===== config.mk =====
export PLATFORM = sky130hd
export DESIGN_NAME = sfp_accumulator
export DESIGN_NICKNAME = d
export VERILOG_FILES = /design/src/rtl/sfp_accumulator_pkg.sv /design/src/rtl/sfp_lane.sv /design/src/rtl/sfp_accumulator.sv
export SDC_FILE = /design/constraint.sdc
export NUM_CORES = 1
export LEC_CHECK = 0
export CAP_MARGIN = 5
export CORE_AREA = 10 10 218 200
export DETAILED_ROUTE_END_ITERATION = 8
export DIE_AREA = 0 0 228 210
export GPL_TIMING_DRIVEN = 0
export PLACE_DENSITY = 0.68
export SYNTH_ARGS = -nofsm -noshare
export SYNTH_HDL_FRONTEND = slang
export SYNTH_SLANG_ARGS = --single-unit
export TNS_END_PERCENT = 1

===== constraint.sdc =====
create_clock -name clk -period 12.3 [get_ports clk]
set_clock_uncertainty 0.2 [all_clocks]
set_input_delay 1.845 -clock clk [delete_from_list [all_inputs] [get_ports clk]]
set_output_delay 1.845 -clock clk [all_outputs]
set_load 0.05 [all_outputs]

===== src/rtl/sfp_accumulator_pkg.sv =====
// Shared core constants for the accumulation path: array geometry, instruction
// bit positions, and the per-edge operation decode used by every lane.
package sfp_accumulator_pkg;

  localparam int COL     = 8;
  localparam int PSUM_BW = 16;
  localparam int LEN_KIJ = 9;
  localparam int CNT_BW  = 4;

  // Core instruction word layout.
  localparam int INST_ACC_BIT      = 33;
  localparam int INST_CEN_PMEM_BIT = 32;
  localparam int INST_WEN_PMEM_BIT = 31;
  localparam int INST_A_PMEM_MSB   = 30;
  localparam int INST_A_PMEM_LSB   = 20;

  typedef enum logic [1:0] {
    OP_HOLD  = 2'd0,
    OP_CLEAR = 2'd1,
    OP_LOAD  = 2'd2,
    OP_ACC   = 2'd3
  } acc_op_e;

  // A clear together with acc restarts the sum from the incoming term, so a
  // new burst can begin on the very cycle the old one is discarded.
  function automatic acc_op_e decode_op(input logic clear, input logic acc);
    acc_op_e op;
    op = OP_HOLD;
    if (clear && acc) begin
      op = OP_LOAD;
    end else if (clear) begin
      op = OP_CLEAR;
    end else if (acc) begin
      op = OP_ACC;
    end
    return op;
  endfunction

endpackage


===== src/rtl/sfp_lane.sv =====
// One output column: saturating signed accumulator, sticky overflow flag and a
// registered, optionally ReLU-clipped copy of the running sum.
module sfp_lane
  import sfp_accumulator_pkg::*;
#(
  parameter int psum_bw = PSUM_BW
) (
  input  logic               clk,
  input  logic               reset,
  input  logic               clear,
  input  logic               acc,
  input  logic               relu_en,
  input  logic [psum_bw-1:0] psum_in,
  output logic [psum_bw-1:0] sfp_out,
  output logic               overflow
);

  localparam logic [psum_bw-1:0] SAT_MAX = {1'b0, {(psum_bw-1){1'b1}}};
  localparam logic [psum_bw-1:0] SAT_MIN = {1'b1, {(psum_bw-1){1'b0}}};

  acc_op_e            op;
  logic [psum_bw:0]   sum_wide;
  logic               sat_hit;
  logic [psum_bw-1:0] sat_sum;

  logic [psum_bw-1:0] a_d, a_q;
  logic [psum_bw-1:0] out_d, out_q;
  logic               ovf_d, ovf_q;

  always_comb begin
    // NOTE: every always_comb output gets a default before any branch so no
    // path can leave it unassigned and infer a latch.
    op       = decode_op(clear, acc);
    sum_wide = {a_q[psum_bw-1], a_q} + {psum_in[psum_bw-1], psum_in};
    // The two top bits of the widened sum disagree exactly when the true
    // result falls outside the psum_bw range; the top bit gives the direction.
    sat_hit  = sum_wide[psum_bw] ^ sum_wide[psum_bw-1];
    sat_sum  = sum_wide[psum_bw-1:0];
    if (sat_hit) begin
      sat_sum = sum_wide[psum_bw] ? SAT_MIN : SAT_MAX;
    end

    a_d   = a_q;
    ovf_d = ovf_q;
    case (op)
      OP_CLEAR: begin
        a_d   = '0;
        ovf_d = 1'b0;
      end
      OP_LOAD: begin
        a_d   = psum_in;
        ovf_d = 1'b0;
      end
      OP_ACC: begin
        a_d   = sat_sum;
        ovf_d = ovf_q | sat_hit;
      end
      default: begin
        a_d   = a_q;
        ovf_d = ovf_q;
      end
    endcase

    // The clip is applied to the output copy only; the accumulator keeps the
    // true signed sum so toggling relu_en later re-derives the output.
    out_d = a_d;
    if (relu_en && a_d[psum_bw-1]) begin
      out_d = '0;
    end
  end

  // NOTE: state is updated with non-blocking assignments so every flop samples
  // the pre-edge values regardless of block ordering.
  always_ff @(posedge clk or posedge reset) begin
    if (reset) begin
      a_q   <= '0;
      out_q <= '0;
      ovf_q <= 1'b0;
    end else begin
      a_q   <= a_d;
      out_q <= out_d;
      ovf_q <= ovf_d;
    end
  end

  assign sfp_out  = out_q;
  assign overflow = ovf_q;

endmodule


===== src/rtl/sfp_accumulator.sv =====
// Accumulation-phase consumer of PMEM read data: col saturating lanes plus the
// shared term counter and end-of-burst valid pulse.
module sfp_accumulator
  import sfp_accumulator_pkg::*;
#(
  parameter int col     = COL,
  parameter int psum_bw = PSUM_BW,
  parameter int cnt_bw  = CNT_BW
) (
  input  logic                   clk,
  input  logic                   reset,
  input  logic                   acc,
  input  logic                   clear,
  input  logic                   relu_en,
  input  logic [col*psum_bw-1:0] psum_in,
  output logic [col*psum_bw-1:0] sfp_out,
  output logic                   out_valid,
  output logic [cnt_bw-1:0]      acc_cnt,
  output logic [col-1:0]         overflow
);

  acc_op_e           op;
  logic [cnt_bw-1:0] acc_cnt_d, acc_cnt_q;
  logic              acc_d_d, acc_d_q;
  logic              out_valid_d, out_valid_q;

  always_comb begin
    op        = decode_op(clear, acc);
    acc_cnt_d = acc_cnt_q;
    case (op)
      OP_CLEAR: acc_cnt_d = '0;
      OP_LOAD:  acc_cnt_d = {{(cnt_bw-1){1'b0}}, 1'b1};
      OP_ACC: begin
        if (acc_cnt_q != {cnt_bw{1'b1}}) begin
          acc_cnt_d = acc_cnt_q + 1'b1;
        end
      end
      default:  acc_cnt_d = acc_cnt_q;
    endcase

    // Falling edge of acc marks the end of a burst; clear is deliberately not
    // part of this term so a same-cycle clear cannot swallow the pulse.
    acc_d_d     = acc;
    out_valid_d = acc_d_q & ~acc;
  end

  always_ff @(posedge clk or posedge reset) begin
    if (reset) begin
      acc_cnt_q   <= '0;
      acc_d_q     <= 1'b0;
      out_valid_q <= 1'b0;
    end else begin
      acc_cnt_q   <= acc_cnt_d;
      acc_d_q     <= acc_d_d;
      out_valid_q <= out_valid_d;
    end
  end

  for (genvar c = 0; c < col; c++) begin : g_lane
    sfp_lane #(
      .psum_bw(psum_bw)
    ) u_lane (
      .clk     (clk),
      .reset   (reset),
      .clear   (clear),
      .acc     (acc),
      .relu_en (relu_en),
      .psum_in (psum_in[psum_bw*c +: psum_bw]),
      .sfp_out (sfp_out[psum_bw*c +: psum_bw]),
      .overflow(overflow[c])
    );
  end

  assign acc_cnt   = acc_cnt_q;
  assign out_valid = out_valid_q;

endmodule


==> impl_metrics.csv <==
group,metric,value,unit
finish,multi_input_area,0.009985,mm²
setup_path,crit_path_frequent_cell,"clkbuf_1",
setup_path,critPathTopFamily,"buffers and inverters",
drt,drtPass1Iterations,5,
sta,slew_violations,0,
drt,drtAntennaViolNets,0,
setup_path,cp.required,12580,ps
sta,period_share,46.43,%
min_path,hold_class,"reg2reg",
logic_synthesis,synth.distinct_cells,106,
clock_tree,cts_resized,0,
setup_path,crit_path_end_kind,"flop",
job,drv_cap,0,
clock_tree,worstSkewPairLatency,580,ps
placement,port_buffers,273,
sta,post-route-min-period,5711,ps
finish,utilization,55.93,%
global_routing,grt.overflow.total,0,
power,powerDensity,228.9,mW/mm²
finish,layout.nets,2417,
placement,dp_hpwl,43.30,mm
setup_path,cp-start-kind,"input port",
global_routing,grtUsageTotal,23.51,%
clock_tree,ctsHoldBuffers,0,
drt,vias_per_cell,5.803,
global_routing,antenna_found_initial,18,
outcome,status,"finished, final reports clean",
sta,hold_viol,0,
setup_path,arrival,5990,ps
clock_tree,numClockSinks,270,
finish,fillers,3531,
clock_tree,htreeDepth,1,
global_routing,grt_pass1_vias,15733,
global_routing,top_usage_layer,"met2",
sta,rsz0062_at_grt,"false",
setup_path,critPathMaxFanout,10,
logic_synthesis,synth_cells,1839,
floorplan,top_level_ports,274,
logic_synthesis,synth_seq_cells,270,
sta,worst_pin_slew,1077,ps
global_routing,gr-usage-met1,30.96,%
global_routing,grt_pass1_wl,90.09,mm
setup_path,worstSetupPathType,"in2reg",
setup_path,cp_cell_sequence,"clkdlybuf4s50_1 > nor2_1 > clkbuf_1 > clkbuf_1 > clkbuf_1 > a22oi_1 > a21oi_1",
global_routing,grt_max_degree,123,
floorplan,num_rows,69,
logic_synthesis,ys_seq_area_share,39.05,%
global_routing,grtUsageMet2,37.84,%
logic_synthesis,async_reset_ff_share,100.0,%
logic_synthesis,syn_nets,2109,
logic_synthesis,synth-edff-count,0,
floorplan,die_h,210,µm
logic_synthesis,yosys_warnings,0,
logic_synthesis,syn_area,0.01730,mm²
setup_path,max_stage_delay,960,ps
floorplan,die_w,228,µm
clock_tree,clk_pin_slew,60,ps
sta,setup-violations-final,0,
drt,vias,15715,
clock_tree,clockBufferDepth,3,
placement,place.gp.congestion,0.8987,
floorplan,core,0.03894,mm²
drt,drt-wirelength-per-cell,21.50,µm
setup_path,worstSetupStartpoint,"clear",
floorplan,die-area,0.04788,mm²
sta,tns,0,ps
drt,drc,0,
setup_path,cp_num_buf_inv,4,
clock_tree,tritoncts,"yes",
power,total_leakage_power,9.580,nW
sta,slew_headroom,28.22,%
setup_path,slowest_stage,"nor2_1",
sta,finalWorstSetupSlack,6589,ps
finish,drive_gt1_share,6.368,%
finish,seqCellArea,0.006756,mm²
power,peakVddDrop,0.0001443,V
clock_tree,post_cts_buffers,0,
clock_tree,cts_root_buf,"clkbuf_16",
drt,wl,58.22,mm
finish,syn2layout_area_growth,25.88,%
min_path,min_from,"acc_d_q$_DFF_PP0_",
logic_synthesis,yosys_most_used_dff,"dfrtp_1",
floorplan,initial_core_util,44.43,%
logic_synthesis,avgSynthCellArea,9.407,µm²
global_routing,grtUsageMet3,5.948,%
clock_tree,cts_buffers,31,
drt,drt-initial-drc-count,1112,
sta,clock.fmax,175.1,MHz
setup_path,r2r_setup_slack,8470,ps
setup_path,reg2reg_from,"g_lane[5].u_lane.a_q[0]$_DFF_PP0_",
placement,pre_cts_slack,5999,ps
cell type report:
cell class / instances / share of cell area, %
Antenna cell: 9 / 0.1034
Multi-Input combinational cell: 1440 / 45.85
Sequential cell: 270 / 31.03
Inverter: 49 / 0.8791
Buffer: 80 / 1.724
Timing Repair Buffer: 275 / 12.80
Clock inverter: 9 / 0.4539
Clock buffer: 44 / 4.108
Tap cell: 532 / 3.057
flip-flops by register name (all words and copies together), names as in the netlist:
name / count
out_valid: 1
g_lane.u_lane.a_q: 128
g_lane.u_lane.overflow: 8
acc_cnt: 4
g_lane.u_lane.sfp_out: 128
acc_d_q: 1
synth_stat cells, types with 16 or more instances:
master	number	share of area, %
dfrtp_1	270	39
a21oi_1	174	5.0
nand2_1	150	3.3
o21ai_0	130	3.8
ha_1	129	9.3
nor2_1	101	2.2
a22oi_1	70	3.0
xnor2_1	63	3.2
a21o_1	52	2.3
inv_1	48	1.0
clkbuf_1	47	1.0
and2_1	45	1.6
nor2b_1	40	1.4
a211oi_1	35	1.5
nand3_1	35	1.0
xor2_1	34	1.7
a31oi_1	29	1.0
o211ai_1	28	1.2
nor3_1	27	0.78
o21a_1	21	0.91
o21bai_1	20	0.87
buf_2	17	0.49
o21ai_1	16	0.46
power breakdown:
group	leakage, nW	internal [mW]	total (mW)	switching, mW
combinational	5.66	1.05	2.78	1.73
clock	0.495	0.541	0.914	0.374
sequential	3.42	1.16	1.29	0.131
cells in the final DEF (no fill, tap or decap), types with 6 or more instances in the layout:
cell type	synthesis	routed
nand2b_1	15	15
fa_1	8	8
and3_1	11	11
buf_2	17	17
dfrtp_1	270	270
a311oi_1	12	12
a21boi_0	12	12
nor2b_1	40	40
clkinv_2	0	6
o21a_1	21	21
clkbuf_8	0	7
a31oi_1	29	29
a211o_1	13	13
clkbuf_16	0	31
nor3_1	27	27
a211oi_1	35	35
nor2_1	101	101
inv_1	48	47
a21oi_1	174	174
ha_1	129	129
o21ai_1	16	16
diode_2	0	9
and2_1	45	45
a21o_1	52	52
o21ai_0	130	130
nand2_1	150	150
o31ai_1	13	13
a22o_1	10	10
o21bai_1	20	20
nand4_1	9	9
a22oi_1	70	70
clkbuf_1	47	53
clkdlybuf4s50_1	0	273
o211ai_1	28	28
nand3_1	35	35
buf_4	12	12
xnor2_1	63	63
a221o_1	7	7
xor2_1	34	34
per-stage QoR:
step / hold WS, ps / power (mW) / instance area (µm²) / instances
floorplan: 238.5 / 3.287 / 17300 / 1839
global placement: 251.4 / 4.010 / 20700 / 2644
detailed placement: 278.8 / 4.052 / 20760 / 2646
CTS: 293.1 / 4.991 / 21750 / 2699
global route: 328.2 / 5.309 / 21770 / 2704
finish: 286.8 / 4.984 / 21780 / 2708
layer usage:
metal,wire [µm],up-vias
met4,1408,16
met2,26450,506
met1,25790,7645
met3,4467,103
li1,-,7445
met5,115,-
worst paths after layout:
check / endpoint / cells past startpoint
max: g_lane[3].u_lane.sfp_out[11]$_DFF_PP0_ / 7
min: out_valid$_DFF_PP0_ / 1
max reg2reg: g_lane[5].u_lane.sfp_out[11]$_DFF_PP0_ / 11
min reg2reg: out_valid$_DFF_PP0_ / 1
max in group asynchronous: g_lane[1].u_lane.sfp_out[8]$_DFF_PP0_ / 4
min in group asynchronous: g_lane[3].u_lane.sfp_out[9]$_DFF_PP0_ / 2
cells by family (layout without fill, tap and decap cells):
logic type | after synthesis | in the layout | share of synthesized area [%]
AO/OA/AOI/OAI | 715 | 715 | 28.07
XOR/XNOR | 98 | 98 | 5.005
adder cells (fa/ha/maj) | 139 | 139 | 10.38
buffers and inverters | 129 | 457 | 3.233
flip-flops | 270 | 270 | 39.05
multiplexers | 6 | 6 | 0.3616
other | 0 | 9 | 0
AND/OR/NAND/NOR | 482 | 482 | 13.90
Note: power is estimated with default switching activity, not from simulation.
